File: src/rtl/pcileech_rst_pkg.sv
// Shared types and helpers for the PCIe reset / power-management sequencer.
package pcileech_rst_pkg;

  localparam int unsigned STATE_W = 2;

  // Sequencer states; the encoding is visible on the debug port.
  typedef enum logic [STATE_W-1:0] {
    ST_POR     = 2'd0,
    ST_PERST   = 2'd1,
    ST_RELEASE = 2'd2,
    ST_RUN     = 2'd3
  } rst_state_e;

  // Counter width for a count of 'cycles': one spare bit above $clog2.
  function automatic int unsigned cnt_width(input int unsigned cycles);
    return $clog2(cycles) + 1;
  endfunction

endpackage

File: src/rtl/pcileech_sync_debounce.sv
// 2-FF synchroniser followed by a stability filter: dout only follows the
// synchronised input after CYCLES consecutive cycles of disagreement.
// Everything resets to 0, i.e. an active-low input reads as asserted.
module pcileech_sync_debounce
  import pcileech_rst_pkg::*;
#(
  parameter int unsigned CYCLES = 16
) (
  input  logic clk,
  input  logic rst,
  input  logic din_async,
  output logic dout
);

  localparam int unsigned      CNT_W    = cnt_width(CYCLES);
  localparam logic [CNT_W-1:0] CNT_LAST = CNT_W'(CYCLES - 1);

  logic             sync1_q, sync1_d;
  logic             sync2_q, sync2_d;
  logic             db_q, db_d;
  logic [CNT_W-1:0] cnt_q, cnt_d;

  // Synchroniser shift and debounce count; any agreeing cycle restarts the count.
  always_comb begin
    sync1_d = din_async;
    sync2_d = sync1_q;
    db_d    = db_q;
    cnt_d   = '0;
    if (sync2_q != db_q) begin
      if (cnt_q >= CNT_LAST) begin
        db_d  = sync2_q;
        cnt_d = '0;
      end else begin
        cnt_d = cnt_q + CNT_W'(1);
      end
    end
  end

  // State registers.
  always_ff @(posedge clk) begin
    if (rst) begin
      sync1_q <= 1'b0;
      sync2_q <= 1'b0;
      db_q    <= 1'b0;
      cnt_q   <= '0;
    end else begin
      sync1_q <= sync1_d;
      sync2_q <= sync2_d;
      db_q    <= db_d;
      cnt_q   <= cnt_d;
    end
  end

  assign dout = db_q;

endmodule

File: src/rtl/pcileech_rst_ctl.sv
// Reset and power-management sequencer for the PCIe board top level.
// Produces the system reset (COM/FIFO), the sequenced PCIe core reset,
// a debounced PERST# and a fixed-width WAKE# pulse.
// Optional build macro PCILEECH_RST_HEARTBEAT_EN: led_hb blinks from a
// free-running counter while in RUN; otherwise led_hb mirrors ~rst_pcie.
module pcileech_rst_ctl
  import pcileech_rst_pkg::*;
#(
  parameter int unsigned PARAM_POR_CYCLES      = 1000,
  parameter int unsigned PARAM_DEBOUNCE_CYCLES = 16,
  parameter int unsigned PARAM_RELEASE_CYCLES  = 1000,
  parameter int unsigned PARAM_WAKE_CYCLES     = 10000,
  parameter int unsigned PARAM_HB_BITS         = 26
) (
  input  logic               clk,
  input  logic               rst,
  input  logic               pcie_perst_n,
  input  logic               wake_req,
  output logic               rst_sys,
  output logic               rst_pcie,
  output logic               perst_n_db,
  output logic               pcie_wake_n,
  output logic               wake_busy,
  output logic               led_hb,
  output logic [STATE_W-1:0] state
);

  localparam int unsigned      POR_W     = cnt_width(PARAM_POR_CYCLES);
  localparam int unsigned      REL_W     = cnt_width(PARAM_RELEASE_CYCLES);
  localparam int unsigned      WAKE_W    = cnt_width(PARAM_WAKE_CYCLES);
  localparam logic [POR_W-1:0]  POR_LAST  = POR_W'(PARAM_POR_CYCLES - 1);
  localparam logic [REL_W-1:0]  REL_LAST  = REL_W'(PARAM_RELEASE_CYCLES - 1);
  localparam logic [WAKE_W-1:0] WAKE_LAST = WAKE_W'(PARAM_WAKE_CYCLES - 1);

  // Zero-length counts have no meaningful timing; refuse them at elaboration.
  if (PARAM_POR_CYCLES == 0 || PARAM_DEBOUNCE_CYCLES == 0 || PARAM_RELEASE_CYCLES == 0 ||
      PARAM_WAKE_CYCLES == 0 || PARAM_HB_BITS == 0) begin : g_bad_params
    $error("pcileech_rst_ctl: cycle counts and PARAM_HB_BITS must be non-zero");
  end

  rst_state_e        state_q, state_d;
  logic [POR_W-1:0]  por_cnt_q, por_cnt_d;
  logic [REL_W-1:0]  rel_cnt_q, rel_cnt_d;
  logic [WAKE_W-1:0] wake_cnt_q, wake_cnt_d;
  logic              wake_busy_q, wake_busy_d;
  logic              wake_n_q, wake_n_d;
  logic              rst_sys_q, rst_sys_d;
  logic              rst_pcie_q, rst_pcie_d;
  logic              led_hb_q, led_hb_d;
  logic              perst_db;

  pcileech_sync_debounce #(
    .CYCLES (PARAM_DEBOUNCE_CYCLES)
  ) u_perst_db (
    .clk       (clk),
    .rst       (rst),
    .din_async (pcie_perst_n),
    .dout      (perst_db)
  );

  // Sequencer next state and its POR / RELEASE timers.
  always_comb begin
    state_d   = state_q;
    por_cnt_d = '0;
    rel_cnt_d = '0;
    unique case (state_q)
      ST_POR: begin
        if (por_cnt_q >= POR_LAST) begin
          state_d = perst_db ? ST_RELEASE : ST_PERST;
        end else begin
          por_cnt_d = por_cnt_q + POR_W'(1);
        end
      end
      ST_PERST: begin
        if (perst_db) state_d = ST_RELEASE;
      end
      ST_RELEASE: begin
        if (!perst_db) begin
          state_d = ST_PERST;
        end else if (rel_cnt_q >= REL_LAST) begin
          state_d = ST_RUN;
        end else begin
          rel_cnt_d = rel_cnt_q + REL_W'(1);
        end
      end
      ST_RUN: begin
        if (!perst_db) state_d = ST_PERST;
      end
      default: state_d = ST_POR;
    endcase
  end

  // WAKE# pulse: only started while settled in PERST, cut short if PERST is left.
  always_comb begin
    wake_busy_d = wake_busy_q;
    wake_cnt_d  = wake_cnt_q;
    if (state_d != ST_PERST) begin
      wake_busy_d = 1'b0;
      wake_cnt_d  = '0;
    end else if (wake_busy_q) begin
      if (wake_cnt_q >= WAKE_LAST) begin
        wake_busy_d = 1'b0;
        wake_cnt_d  = '0;
      end else begin
        wake_cnt_d = wake_cnt_q + WAKE_W'(1);
      end
    end else if (wake_req && state_q == ST_PERST) begin
      wake_busy_d = 1'b1;
      wake_cnt_d  = '0;
    end
    wake_n_d = ~wake_busy_d;
  end

  // Reset outputs follow the next state so they change on the transition edge.
  always_comb begin
    rst_sys_d  = (state_d == ST_POR);
    rst_pcie_d = (state_d != ST_RUN);
  end

`ifdef PCILEECH_RST_HEARTBEAT_EN
  logic [PARAM_HB_BITS-1:0] hb_cnt_q, hb_cnt_d;

  // Heartbeat: toggle on every counter wrap while in RUN, dark and cleared elsewhere.
  always_comb begin
    hb_cnt_d = '0;
    led_hb_d = 1'b0;
    if (state_d == ST_RUN) begin
      hb_cnt_d = hb_cnt_q + PARAM_HB_BITS'(1);
      led_hb_d = led_hb_q ^ (hb_cnt_q == '1);
    end
  end

  // Heartbeat counter register.
  always_ff @(posedge clk) begin
    if (rst) hb_cnt_q <= '0;
    else     hb_cnt_q <= hb_cnt_d;
  end
`else
  // Status LED lit whenever the PCIe core is out of reset.
  always_comb begin
    led_hb_d = ~rst_pcie_d;
  end
`endif

  // State and output registers.
  always_ff @(posedge clk) begin
    if (rst) begin
      state_q     <= ST_POR;
      por_cnt_q   <= '0;
      rel_cnt_q   <= '0;
      wake_cnt_q  <= '0;
      wake_busy_q <= 1'b0;
      wake_n_q    <= 1'b1;
      rst_sys_q   <= 1'b1;
      rst_pcie_q  <= 1'b1;
      led_hb_q    <= 1'b0;
    end else begin
      state_q     <= state_d;
      por_cnt_q   <= por_cnt_d;
      rel_cnt_q   <= rel_cnt_d;
      wake_cnt_q  <= wake_cnt_d;
      wake_busy_q <= wake_busy_d;
      wake_n_q    <= wake_n_d;
      rst_sys_q   <= rst_sys_d;
      rst_pcie_q  <= rst_pcie_d;
      led_hb_q    <= led_hb_d;
    end
  end

  assign rst_sys     = rst_sys_q;
  assign rst_pcie    = rst_pcie_q;
  assign perst_n_db  = perst_db;
  assign pcie_wake_n = wake_n_q;
  assign wake_busy   = wake_busy_q;
  assign led_hb      = led_hb_q;
  assign state       = state_q;

endmodule

File: config.mk
export PLATFORM = sky130hd
export DESIGN_NAME = pcileech_rst_ctl
export DESIGN_NICKNAME = d
export VERILOG_FILES = /design/src/rtl/pcileech_rst_pkg.sv /design/src/rtl/pcileech_sync_debounce.sv /design/src/rtl/pcileech_rst_ctl.sv
export SDC_FILE = /design/constraint.sdc
export NUM_CORES = 1
export LEC_CHECK = 0
export BUFFER_PORTS_ARGS = -buffer_cell sky130_fd_sc_hd__clkbuf_2
export CAP_MARGIN = 25
export CORE_MARGIN = 2
export CORE_UTILIZATION = 50
export CTS_BUF_LIST = sky130_fd_sc_hd__clkbuf_2
export DETAILED_ROUTE_END_ITERATION = 8
export GPL_TIMING_DRIVEN = 0
export HOLD_SLACK_MARGIN = 0.12
export PLACE_DENSITY = 0.69
export SLEW_MARGIN = 20
export SYNTH_ARGS = -nofsm -noshare
export SYNTH_HDL_FRONTEND = slang
export SYNTH_SLANG_ARGS = --single-unit
File: constraint.sdc
create_clock -name clk -period 2.4 [get_ports clk]
set_input_delay 0.36 -clock clk [delete_from_list [all_inputs] [get_ports clk]]
set_output_delay 0.36 -clock clk [all_outputs]
set_load 0.03 [all_outputs]
==> results_dict.tcl <==
set metrics [dict create \
    drt_first_iter_violations 108 \
    clock_tree.buffer_depth 2 \
    final.fill_count 414 \
    cts.reportedPaths.clkPinSlew_ps 260 \
    mappedNetlistArea_um2 2240 \
    postLayoutCellArea_um2 2460 \
    synth-seq-cells 52 \
    clock_power_share_pct 31.9 \
    cell_internal_pwr_mw 1.08 \
    pwr-share-comb_pct 5.5 \
    final_util_pct 56.9 \
    slew-limit-headroom_pct 47.7 \
    die_outline_width_um 70.9 \
    required_ps 2760 \
    drt_pass1_iterations 4 \
    residual_overflow_from_global_routing 0 \
    antenna_found_initial 0 \
    drc 0 \
    routed-wl-met2_um 1940 \
    cts_repair_resize_count 0 \
    grt_util_all_layers_pct 18.1 \
    worst_hold_path_type "primary input to register" \
    routedLengthMet1_um 1950 \
    mostFrequentLayoutCell "sky130_fd_sc_hd__dfxtp_1" \
    post_dp_cell_area_um2 2360 \
    synth.area.top_cells "sky130_fd_sc_hd__dfxtp_1, sky130_fd_sc_hd__nor2_1, sky130_fd_sc_hd__nand3_1, sky130_fd_sc_hd__nand2_1, sky130_fd_sc_hd__xor2_1" \
    std_cell_rows 24 \
    num_io_pins 12 \
    tritoncts_num_sinks 52 \
    detailed_route_wl_um 4140 \
    critPathMaxFanout 10 \
    synth_cells 256 \
    gpl.final_weighted_congestion 0.797 \
    critPathLaunchType "register" \
    cts_htree_levels 2 \
    yosys_most_used_dff "sky130_fd_sc_hd__dfxtp_1" \
    synth_seq_area_share_pct 46.5 \
    outcome "completed" \
    diodes 0 \
    crit_arrival_ps 2420 \
    totalPowerFinal_mw 1.41 \
    postSynthAreaPerCell_um2 8.75 \
    fmax_ghz 0.485 \
    p_sw_share_pct 23.7 \
    layout.cells.most_common_list "sky130_fd_sc_hd__dfxtp_1, sky130_fd_sc_hd__nor2_1, sky130_fd_sc_hd__nand2_1, sky130_fd_sc_hd__nand3_1, sky130_fd_sc_hd__clkbuf_2" \
    pwr-share-seq_pct 62.6 \
    max_slew.worst_pin.slew_ps 781 \
    synth_enable_flop_cells 0 \
    report.final.hold_viol_count 0 \
    power.static_leakage_nw 0.877 \
    netSwitchingPower_mw 0.335 \
    via_count 1795 \
    pin_count_of_the_biggest_net_entering_global_routing 17 \
    timing.final.max_slew_violations 0 \
    cts_setup_buffers 0 \
    fin_crit_sh_pct 86.0 \
    ir_drop_uv 328 \
    setup.worst_path.class "register to register" \
    drive_gt1_share_pct 10.8 \
    synth.lib_cells_used.distinct 45 \
    dr_wl_met3_um 177 \
    die-area_um2 5030 \
    die-height_um 70.9 \
    worst_skew_pair.late_latency_ps 430 \
    highest-signal-layer "met4" \
    timing.critical_path.to_type "register" \
    final_nets 287 \
    yosysWarnings 0 \
    ant_nets 0 \
    wl_per_cell_um 12.5 \
    post_synth_top_area_cell "sky130_fd_sc_hd__dfxtp_1" \
    tritoncts_clock_tree "built" \
    global_route_wire_length_before_repair_um 7230 \
    clock_tree.root_cell "sky130_fd_sc_hd__clkbuf_2" \
    postSynth.asyncResetShare_pct 0 \
    fin_worst_skew_ps 21.9 \
    initial_utilization_pct 51.8 \
    power-per-cell-area_nw_per_um2 575 \
    coreArea_um2 4320 \
    buffer_ports.inserted 11 \
    timing.setup.tns_ps 0 \
    synth_largest_type_area_fraction_pct 46.5 \
    max-cap-violations 0 \
    flow.area_growth_from_synthesis_pct 9.89 \
    grt_setup_unrepaired "false" \
    final-setup-viol-count 0 \
    grt_pass1_vias 1611 \
    cts_inserted_buffers 5 \
    min_period_ps 2060 \
    place.detailed.hpwl_um 2780 \
    via_per_inst 5.42 \
]
==> worst paths after layout <==
kind	from	to	slack, ps	cells after the start
setup / recovery	por_cnt_q[0]$_SDFF_PP0_	state[0]$_SDFF_PP0_	340	7
hold / removal	wake_req	wake_cnt_q[7]$_SDFFE_PP0P_	460	4
setup reg to reg	por_cnt_q[0]$_SDFF_PP0_	state[0]$_SDFF_PP0_	340	7
hold reg to reg	u_perst_db.sync1_q$_SDFF_PP0_	u_perst_db.sync2_q$_SDFF_PP0_	480	1
==> critical path, cell delays in order, from the launching register on <==
cell,delay (ps)
sky130_fd_sc_hd__dfxtp_1,400
sky130_fd_sc_hd__ha_1,260
sky130_fd_sc_hd__a211oi_1,250
sky130_fd_sc_hd__nand2_1,110
sky130_fd_sc_hd__a31o_2,260
sky130_fd_sc_hd__nand3_1,310
sky130_fd_sc_hd__buf_2,310
sky130_fd_sc_hd__o31ai_1,100
==> per-stage QoR <==
step | hold WS [ps] | worst slack, ps | cells
2_1_floorplan | 414 | 668 | 257
3_3_place_gp | 416 | 359 | 320
3_5_place_dp | 443 | 370 | 320
4_1_cts | 458 | 320 | 331
5_1_grt | 470 | 146 | 331
6_report | 462 | 337 | 331
==> per-layer routing <==
layer,global-route usage [%],vias up
met5,0,-
met4,7.13,0
met3,4.99,7
met2,29.3,36
met1,22.9,815
li1,-,937
==> cells in the mapped netlist (5+ instances only) <==
cell,number
sky130_fd_sc_hd__dfxtp_1,52
sky130_fd_sc_hd__nor2_1,42
sky130_fd_sc_hd__nand2_1,29
sky130_fd_sc_hd__nand3_1,27
sky130_fd_sc_hd__a31oi_1,10
sky130_fd_sc_hd__xor2_1,9
sky130_fd_sc_hd__inv_1,8
sky130_fd_sc_hd__a21oi_1,7
sky130_fd_sc_hd__xnor2_1,7
sky130_fd_sc_hd__nand4_1,6
sky130_fd_sc_hd__ha_1,5
sky130_fd_sc_hd__nor3_1,5
==> power groups by stage <==
stage,Clock [mW],Combinational (mW),Sequential [mW]
after global placement,0,0.0744,0.900
after floorplan,0,0.0451,0.907
final,0.451,0.0781,0.885
after detailed placement,0,0.0745,0.901
after global routing,0.501,0.0860,0.888
after CTS,0.461,0.0785,0.885
==> final cells by class <==
class | count | area (µm²) | area share (%)
Multi-Input combinational cell | 191 | 1130 | 45.9
Timing Repair Buffer | 14 | 85.1 | 3.46
Sequential cell | 52 | 1040 | 42.3
Clock inverter | 3 | 42.5 | 1.73
Inverter | 8 | 30.0 | 1.22
Tap cell | 52 | 65.1 | 2.64
Buffer | 6 | 43.8 | 1.78
Clock buffer | 5 | 25.0 | 1.02
==> what timing repair did <==
action	in CTS	in global routing
hold buffers	3	0
setup endpoints to repair	0	0
hold endpoints to repair	3	0
==> state kept, by name, indices dropped and copies added (netlist names) <==
register            flops
led_hb                  1
rel_cnt_q              11
state                   2
rst_sys                 1
por_cnt_q              11
u_perst_db.cnt_q        5
rst_pcie                1
wake_busy               1
pcie_wake_n             1
u_perst_db.sync1_q      1
u_perst_db.sync2_q      1
u_perst_db.dout         1
wake_cnt_q             15
==> cell families (layout without fill, tap and decap cells) <==
kind of cell    count (synthesis)  after routing  share of synthesized area, %
compound gates                 34             34                          10.7
simple gates                  133            133                          29.8
fa+ha+maj                       5              5                          2.79
other cells                     1              2                         0.167
xor+xnor                       16             16                          6.26
flops                          52             52                          46.5
mux                             1              1                         0.447
buf+inv                        14             36                          3.30
No activity file was read; power rests on OpenSTA's default activity.
